==> config.mk <==
export PLATFORM = sky130hd
export DESIGN_NAME = tlb_xlate_responder
export DESIGN_NICKNAME = d
export VERILOG_FILES = /design/src/rtl/tlb_pkg.sv /design/src/rtl/tlb_entry_match.sv /design/src/rtl/tlb_xlate_responder.sv
export SDC_FILE = /design/constraint.sdc
export NUM_CORES = 2
export LEC_CHECK = 0
export CAP_MARGIN = 20
export CELL_PAD_IN_SITES_DETAIL_PLACEMENT = 0
export CELL_PAD_IN_SITES_GLOBAL_PLACEMENT = 1
export CORE_AREA = 2 2 329 331
export DETAILED_ROUTE_END_ITERATION = 6
export DIE_AREA = 0 0 331 333
export GPL_TIMING_DRIVEN = 0
export PLACE_DENSITY = 0.79
export RECOVER_POWER = 100
export SLEW_MARGIN = 20
export SYNTH_ARGS = -nofsm -noshare
export SYNTH_HDL_FRONTEND = slang
export SYNTH_SLANG_ARGS = --single-unit
export TNS_END_PERCENT = 50
==> constraint.sdc <==
create_clock -name clk -period 6.6 [get_ports clk]
set_clock_uncertainty 0.15 [all_clocks]
set_input_delay 1.32 -clock clk [delete_from_list [all_inputs] [get_ports clk]]
set_output_delay 1.32 -clock clk [all_outputs]
set_load 0.005 [all_outputs]
==> src/rtl/tlb_pkg.sv <==
// Shared types for the MMU translation responder: TLB entry layout, exception codes,
// invalidate opcodes and the invalidate sweep states.
package tlb_pkg;

  localparam int unsigned PAGE_OFFSET_W = 12;
  localparam int unsigned ASID_W        = 10;
  localparam int unsigned VPN_W         = 20;
  localparam int unsigned PPN_W         = 20;

  typedef struct packed {
    logic              e;
    logic              g;
    logic [ASID_W-1:0] asid;
    logic [VPN_W-1:0]  vpn;
    logic [PPN_W-1:0]  ppn;
    logic              v;
    logic              d;
    logic [1:0]        plv;
    logic [1:0]        mat;
  } tlb_entry_t;

  typedef enum logic [2:0] {
    ExcNone = 3'd0,
    ExcTlbr = 3'd1,
    ExcPil  = 3'd2,
    ExcPis  = 3'd3,
    ExcPme  = 3'd4,
    ExcPpi  = 3'd5
  } tlb_exc_e;

  typedef enum logic [1:0] {
    InvAll    = 2'd0,
    InvAsid   = 2'd1,
    InvAsidVa = 2'd2,
    InvNop    = 2'd3
  } tlb_inv_op_e;

  typedef enum logic [1:0] {
    StIdle,
    StSweep,
    StDone
  } inv_state_e;

endpackage

==> src/rtl/tlb_entry_match.sv <==
// Fully associative CAM compare over all TLB entries with a lowest-index-wins
// priority encoder.
module tlb_entry_match
  import tlb_pkg::*;
#(
  parameter int unsigned TLB_ENTRY_NUM = 16,
  parameter int unsigned IDX_W         = $clog2(TLB_ENTRY_NUM)
) (
  input  tlb_entry_t        entries [TLB_ENTRY_NUM],
  input  logic [VPN_W-1:0]  vpn,
  input  logic [ASID_W-1:0] asid,
  output logic              hit,
  output logic [IDX_W-1:0]  hit_idx
);

  logic [TLB_ENTRY_NUM-1:0] match;

  always_comb begin
    match = '0;
    for (int i = 0; i < int'(TLB_ENTRY_NUM); i++) begin
      match[i] = entries[i].e && (entries[i].vpn == vpn) &&
                 (entries[i].g || (entries[i].asid == asid));
    end
  end

  // Walk downwards so the lowest matching index is the last one assigned.
  always_comb begin
    hit     = 1'b0;
    hit_idx = '0;
    for (int i = int'(TLB_ENTRY_NUM) - 1; i >= 0; i--) begin
      if (match[i]) begin
        hit     = 1'b1;
        hit_idx = IDX_W'(i);
      end
    end
  end

endmodule

==> src/rtl/tlb_xlate_responder.sv <==
// MMU translation responder: owns the TLB entry array, answers lookups one cycle after
// acceptance, and runs the one-entry-per-cycle invalidate sweep.
module tlb_xlate_responder
  import tlb_pkg::*;
#(
  parameter int unsigned TLB_ENTRY_NUM = 16,
  parameter int unsigned ASID_WIDTH    = ASID_W,
  parameter int unsigned VPN_WIDTH     = VPN_W,
  parameter int unsigned PPN_WIDTH     = PPN_W,
  localparam int unsigned IDX_W        = $clog2(TLB_ENTRY_NUM)
) (
  input  logic                  clk,
  input  logic                  rst,
  input  logic                  req_valid,
  output logic                  req_ready,
  input  logic [31:0]           req_vaddr,
  input  logic [ASID_WIDTH-1:0] req_asid,
  input  logic [1:0]            req_plv,
  input  logic                  req_store,
  output logic                  rsp_valid,
  input  logic                  rsp_ready,
  output logic [31:0]           rsp_paddr,
  output logic [1:0]            rsp_mat,
  output tlb_exc_e              rsp_exc,
  input  logic                  wr_valid,
  input  logic [IDX_W-1:0]      wr_idx,
  input  tlb_entry_t            wr_entry,
  input  logic                  inv_valid,
  output logic                  inv_ready,
  input  logic [1:0]            inv_op,
  input  logic [ASID_WIDTH-1:0] inv_asid,
  input  logic [31:0]           inv_vaddr,
  output logic                  inv_done
);

  tlb_entry_t entries_q [TLB_ENTRY_NUM];

  inv_state_e            state_q;
  logic [IDX_W-1:0]      sweep_idx_q;
  tlb_inv_op_e           inv_op_q;
  logic [ASID_WIDTH-1:0] inv_asid_q;
  logic [VPN_WIDTH-1:0]  inv_vpn_q;
  logic                  inv_done_q;

  logic                  rsp_valid_q;
  logic [31:0]           rsp_paddr_q;
  logic [1:0]            rsp_mat_q;
  tlb_exc_e              rsp_exc_q;

  logic                  hit;
  logic [IDX_W-1:0]      hit_idx;
  tlb_entry_t            hit_entry;
  tlb_exc_e              exc_d;
  logic [31:0]           paddr_d;
  logic [1:0]            mat_d;
  logic                  req_fire;
  logic                  sweep_sel;
  logic                  unused_inv_offset;

  assign unused_inv_offset = ^inv_vaddr[PAGE_OFFSET_W-1:0];

  // A simultaneous invalidate takes priority over a new lookup.
  assign req_ready = (state_q == StIdle) && (!rsp_valid_q || rsp_ready) && !inv_valid;
  assign inv_ready = (state_q == StIdle);
  assign req_fire  = req_valid && req_ready;

  assign rsp_valid = rsp_valid_q;
  assign rsp_paddr = rsp_paddr_q;
  assign rsp_mat   = rsp_mat_q;
  assign rsp_exc   = rsp_exc_q;
  assign inv_done  = inv_done_q;

  tlb_entry_match #(
    .TLB_ENTRY_NUM(TLB_ENTRY_NUM),
    .IDX_W        (IDX_W)
  ) u_match (
    .entries(entries_q),
    .vpn    (req_vaddr[31:PAGE_OFFSET_W]),
    .asid   (req_asid),
    .hit    (hit),
    .hit_idx(hit_idx)
  );

  assign hit_entry = entries_q[hit_idx];

  always_comb begin
    exc_d = ExcNone;
    if (!hit) begin
      exc_d = ExcTlbr;
    end else if (!hit_entry.v) begin
      exc_d = req_store ? ExcPis : ExcPil;
    end else if (req_plv > hit_entry.plv) begin
      exc_d = ExcPpi;
    end else if (req_store && !hit_entry.d) begin
      exc_d = ExcPme;
    end
    paddr_d = (exc_d == ExcNone) ? {hit_entry.ppn, req_vaddr[PAGE_OFFSET_W-1:0]} : 32'h0;
    mat_d   = hit ? hit_entry.mat : 2'b00;
  end

  always_comb begin
    sweep_sel = 1'b0;
    unique case (inv_op_q)
      InvAll:    sweep_sel = 1'b1;
      InvAsid:   sweep_sel = !entries_q[sweep_idx_q].g &&
                             (entries_q[sweep_idx_q].asid == inv_asid_q);
      InvAsidVa: sweep_sel = !entries_q[sweep_idx_q].g &&
                             (entries_q[sweep_idx_q].asid == inv_asid_q) &&
                             (entries_q[sweep_idx_q].vpn == inv_vpn_q);
      InvNop:    sweep_sel = 1'b0;
      default:   sweep_sel = 1'b0;
    endcase
  end

  // The write is applied after the sweep clear so a same-index write survives.
  always_ff @(posedge clk) begin
    if (rst) begin
      for (int i = 0; i < int'(TLB_ENTRY_NUM); i++) begin
        entries_q[i] <= '0;
      end
    end else begin
      if ((state_q == StSweep) && sweep_sel) begin
        entries_q[sweep_idx_q].e <= 1'b0;
      end
      if (wr_valid) begin
        entries_q[wr_idx] <= wr_entry;
      end
    end
  end

  always_ff @(posedge clk) begin
    if (rst) begin
      state_q     <= StIdle;
      sweep_idx_q <= '0;
      inv_op_q    <= InvNop;
      inv_asid_q  <= '0;
      inv_vpn_q   <= '0;
      inv_done_q  <= 1'b0;
    end else begin
      unique case (state_q)
        StIdle: begin
          inv_done_q <= 1'b0;
          if (inv_valid) begin
            state_q     <= StSweep;
            sweep_idx_q <= '0;
            inv_op_q    <= tlb_inv_op_e'(inv_op);
            inv_asid_q  <= inv_asid;
            inv_vpn_q   <= inv_vaddr[31:PAGE_OFFSET_W];
          end
        end
        StSweep: begin
          sweep_idx_q <= sweep_idx_q + 1'b1;
          if (sweep_idx_q == IDX_W'(TLB_ENTRY_NUM - 1)) begin
            state_q    <= StDone;
            inv_done_q <= 1'b1;
          end
        end
        StDone: begin
          state_q    <= StIdle;
          inv_done_q <= 1'b0;
        end
        default: begin
          state_q    <= StIdle;
          inv_done_q <= 1'b0;
        end
      endcase
    end
  end

  always_ff @(posedge clk) begin
    if (rst) begin
      rsp_valid_q <= 1'b0;
      rsp_paddr_q <= '0;
      rsp_mat_q   <= '0;
      rsp_exc_q   <= ExcNone;
    end else if (req_fire) begin
      rsp_valid_q <= 1'b1;
      rsp_paddr_q <= paddr_d;
      rsp_mat_q   <= mat_d;
      rsp_exc_q   <= exc_d;
    end else if (rsp_ready) begin
      rsp_valid_q <= 1'b0;
    end
  end

endmodule
Word level (Yosys, flattened, before mapping):

Index checks and enable logic that the tools add are counted.

* order comparisons: 6
* equality and inequality tests: 41
* multiplexer cells: 62
* $add $sub $neg: 1
* reduce and logical (&&, ||, !) cells: 71
* bitwise logic cells: 4

Operator list (number)
* $mux 928: 3
* $bwmux 928: 2
* $bmux 58 s4: 2
* $demux 58 s4: 2
* $eq 20x20->1: 17
* $eq 10x10->1: 17
* $mux 58: 2
* $mux 57: 2
* $mux 4: 17
* $mux 26: 2
* $logic_and 1x1->1: 41
* $mux 32: 1
* $mux 1: 19
* $logic_or 1x1->1: 17
* $ge 5x5->1 const B: 3
* $not 4->5: 3
* $mux 3: 4
* $lt 5x1->1 const B: 2
* $pmux 4 s2: 1
* $mux 2: 3
* $reduce_and 2->1: 3
* $add 4x1->4 const B: 1
* $eq 2x1->1 const B: 2
* $eq 2x2->1 const B: 2
* 12 further kinds: 17

* input bits: 157
* output and inout port bits: 41
* register bits: 1005
* word-level logic and storage cells: 339

Depth between registers and ports, before layout:

* depth after elaboration: 31
* depth in mapped cells: 26
* gate-level depth less buffers: 19

Modules after synthesis:

From an unflattened synthesis, not the netlist that was laid out.

* cells, all modules: 5909
* area, all modules: 49187.2 um^2

Modules (own cells, without submodules)
* tlb_xlate_responder: times used 1, area an instance 43241.5 um^2, sequential area each 20119.3 um^2, cells each 5161
* tlb_entry_match: times used 1, area an instance 5945.7 um^2, sequential area each 0.0 um^2, cells each 748

Worst setup path after synthesis:

OpenSTA, ideal clock, no wires.

* path kind: input to register
* start point: input req_vaddr[20]
* end point: register rsp_paddr_q[16], in the netlist rsp_paddr[16]
* path slack: 681 ps
* path buffers: 6
* stages on the path: 22
* arrival time: 5702 ps
* setup time: 67 ps
* required time: 6383 ps
* cells stage by stage: buf_2 > buf_2 > xor2_1 > nor4b_1 > nand4_1 > or4_1 > a311oi_1 > o32a_1 > buf_2 > buf_4 > buf_4 > mux2_2 > o211ai_1 > o211ai_1 > o21ai_1 > ha_1 > a21oi_1 > a21oi_1 > a31oi_1 > o211ai_2 > buf_6 > o21ai_2

* longest elaborated chain between the ends: 31
* elaborated cells between the ends (all ways): 93
* classes of those cells: 1 x order compare; 16 x eq/ne; 40 x mux; 1 x bitwise; 35 x reduce/logical

RTL lines
* start: declaration: line tlb_xlate_responder.sv:16 `input logic [31:0] req_vaddr,`
* $eq 20x20->1: line tlb_entry_match.sv:21 `match[i] = entries[i].e && (entries[i].vpn == vpn) &&`
* $logic_and 1x1->1 (2 in a row): line tlb_entry_match.sv:21
* $mux 4 (16 in a row): line tlb_entry_match.sv:31 `if (match[i]) begin`
* $not 4->5 (not written as such): line tlb_xlate_responder.sv:84 `assign hit_entry = entries_q[hit_idx];`
* $bmux 58 s4: line tlb_xlate_responder.sv:84
* $mux 26 (not written as such) (2 in a row): line tlb_xlate_responder.sv:84
* $logic_not 1->1: line tlb_xlate_responder.sv:94 `end else if (req_store && !hit_entry.d) begin`
* $logic_and 1x1->1: line tlb_xlate_responder.sv:94
* $mux 3: line tlb_xlate_responder.sv:94
* $mux 3: line tlb_xlate_responder.sv:92 `end else if (req_plv > hit_entry.plv) begin`
* $mux 3: line tlb_xlate_responder.sv:90 `end else if (!hit_entry.v) begin`
* $mux 3: line tlb_xlate_responder.sv:88 `if (!hit) begin`
* $logic_not 3->1: line tlb_xlate_responder.sv:97 `paddr_d = (exc_d == ExcNone) ? {hit_entry.ppn, req_vaddr[PAGE_OFFSET_W-1:0]} : 32'h0;`
* $mux 32 (*): line tlb_xlate_responder.sv:97
* end signal: assignment: line tlb_xlate_responder.sv:178 `rsp_paddr_q <= paddr_d;`
* end: declaration: line tlb_xlate_responder.sv:46 `logic [31:0] rsp_paddr_q;`

Mark *: on every way between the ends. The rest lies on a longest branch, timed or not. The select of a mux whose other input is x is not followed.
A chain may end at the register's enable or synchronous reset.

Worst setup path in the final report:

* start point: input req_vaddr[31]
* end point: register rsp_paddr_q[25], in the netlist rsp_paddr[25]

The elaborated chain is that of the path after synthesis.

==> results.toml <==
[status]
outcome = "finished, violations left"
violations = "DRC, capacitance limit, slew limit, setup timing"

[global_route]
overflow = 0
grt_max_degree = 17
grt_pass1_wl_um = 342000
antenna_found_initial = 17
grt_pass1_vias = 44500
grt.total_usage = 0.444

[power_and_ir_drop]
pwr-share-seq = 0.444
total_power_mw = 14.0
p_per_area_mw_per_mm2 = 246
power_frac_comb = 0.094
p_leak_nw = 20.3
peakVddDrop_mv = 0.245
p_clk_frac = 0.462
intPower_mw = 10.2
switching_share = 0.274
power_switching_mw = 3.84

[hold_path]
hp-class = "flip-flop to flip-flop"
hold_path_startpoint = "rsp_paddr[22]"

[yosys]
yosysSeqAreaShare = 0.405
synth_edf_count = 0
synthTopCellsByArea = "dfxtp_1, nand2_1, a21oi_1"
ys.flop_type = "dfxtp_1"
synth_cell_types = 72
yosys.cell_count.top_type = "nand2_1"
synth.top_cell.area_share = 0.405
synth-seq-cells = 1005
synthArstFlopShare = 0
syn-num-nets = 6303
yosysWarnings = 0
syn_inst = 6140
synth_common_cells = "nand2_1, dfxtp_1, a21oi_1"
syn_area_per_cell_um2 = 8.09
synth_top_cell_by_area = "dfxtp_1"
syn-cell-area_mm2 = 0.0497

[layout]
fillers = 10400
nets = 6536
final_cells = 7876
final_cell_area_mm2 = 0.0571
area_delta_synth_final_pct = 14.9
postLayoutCoreUtil = 0.536
drive_gt1_frac = 0.0938

[timing]
hold_viol = 0
period_minus_slack_ps = 6740
setup_tns_ps = -858
relSlewSlack = -0.214
fmax_mhz = 148
drv_slew = 125
fin_crit_sh = 1.02
timing.hold.ws_ps = 298
worst_slack_ps = -145
setup_viol = 11
tightest_slew_ps = 1820

[detailed_routing]
drc = 7
first_iter_violations = 6224
dr.pass1.iters = 7
wirelength_um = 252000
routedWlPerCell_um = 32.0
viasPerCell = 6.21
antenna_left = 0
num_vias = 48900

[critical_path]
critPathMaxStageDelay_ps = 990
crit_slowest_cell = "a211oi_1"
r2r_start = "sweep_idx_q[1]"
crit_required_ps = 7130
cp-end-kind = "flip-flop"
crit_start = "req_vaddr[31]"
cp_data_arrival_time_ps = 7270
cp_cell_sequence = "buf_2, xnor2_1, nand4b_1, or4_1, a211oi_1, o221ai_1, a311oi_1, nand2_1, clkbuf_1, o22ai_1, nor3_1, or2_2, o21ai_2"
worst-path-max-fanout = 10
cp-start-kind = "input port"
criticalPathCategory = "input port to flip-flop"

[flow_run]
drv_cap = 13

[clock_tree]
ctsHoldBuffers = 0
clock_sinks = 1005
cts_max_level = 3
cts_buffers = 112
clk_pin_slew_worst_paths_ps = 60
cts_buffer_depth = 3
clk_latency_ps = 750
cts_tree = "built"
cts_root_buffer = "clkbuf_16"

[placed_design]
dp_cells = 7648
hpwl_um = 193000
gp_congestion = 1.07
preCtsSetupSlack_ps = -1740
port_buffers = 96
post_dp_cell_area_mm2 = 0.0527

[floorplanning]
initial_core_util = 0.466
die_w_um = 331
fp.dieH_um = 333
io-pin-count = 198
fp.dieArea_mm2 = 0.110
core_mm2 = 0.107
std_cell_rows = 120
## logic make-up after synthesis
family | count (synthesis) | synth area share
compound gates | 1185 | 0.131
xor+xnor | 510 | 0.0899
fa+ha+maj | 6 | 0.00151
buf+inv | 611 | 0.0529
flops | 1005 | 0.405
mux | 363 | 0.113
simple gates | 2460 | 0.207
## path summary, 6_finish.rpt
| check | slack, ps | endpoint | cells after the start |
|---|---|---|---|
| max | -140 | rsp_paddr[25] | 13 |
| min | 300 | rsp_paddr[22] | 2 |
| min reg2reg | 300 | rsp_paddr[22] | 2 |
| max reg2reg | 80 | entries_q[869] | 14 |
## layout by cell type (no fill, tap or decap), types with 25 or more instances in the layout
master           instances
a21oi_1                958
buf_2                   44
buf_4                   38
buf_6                   31
clkbuf_1               475
clkbuf_16              113
clkbuf_8                25
clkdlybuf4s50_1         52
dfxtp_1               1005
dlygate4sd3_1           44
inv_1                   26
mux2i_1                192
mux4_2                 155
nand2_1               2003
nand4_1                 56
nor2_1                  39
nor3_1                  76
nor4_1                 116
o21ai_2                 30
o22ai_1                 82
xnor2_1                129
xor2_1                 376
## power by group through the flow
stage | registers, mW | clock network [mW] | logic (mW)
floorplan | 6.33 | 0 | 0.683
global placement | 6.36 | 0 | 1.23
detailed placement | 6.36 | 0 | 1.24
CTS | 6.23 | 6.45 | 1.25
global route | 6.23 | 6.67 | 1.34
finish | 6.23 | 6.48 | 1.32
## flip-flops by register name (all words and copies together), names as in the netlist, 3 cells and up
register,count
rsp_exc,3
sweep_idx_q,4
inv_asid_q,10
inv_vpn_q,20
entries_q,928
rsp_paddr,32
## final cells by class
class / count / area, um^2 / share of cell area
Buffer: 582 / 2640 / 0.0461
Multi-Input combinational cell: 4524 / 27400 / 0.480
Timing Repair Buffer: 121 / 1310 / 0.0229
Clock inverter: 35 / 472 / 0.00826
Tap cell: 1403 / 1760 / 0.0307
Inverter: 27 / 105 / 0.00184
Antenna cell: 14 / 35.0 / 0.000613
Clock buffer: 165 / 3250 / 0.0569
Sequential cell: 1005 / 20100 / 0.352
## critical path, delay by kind of cell
family	cells	cell delay, ps
AO/OA/AOI/OAI	5	2560
XOR/XNOR	1	690
buffers and inverters	2	810
AND/OR/NAND/NOR	5	1850
## layer usage
metal  global-route usage  wire length, um  vias to the layer above
li1                     -                -                    21300
met1                0.579            99300                    24000
met2                0.647           106000                     2915
met3                0.135            29000                      711
met4                0.253            17500                       10
met5                    0               80                        -
## repair_timing
action                     4_1_cts  5_1_grt
pin swaps                       10       14
hold endpoints to repair         0        0
gates cloned                     0        1
setup endpoints to repair       35       39
resized for setup               47       50
buffers inserted                 8        5
Note: power is estimated with default switching activity, not from simulation.
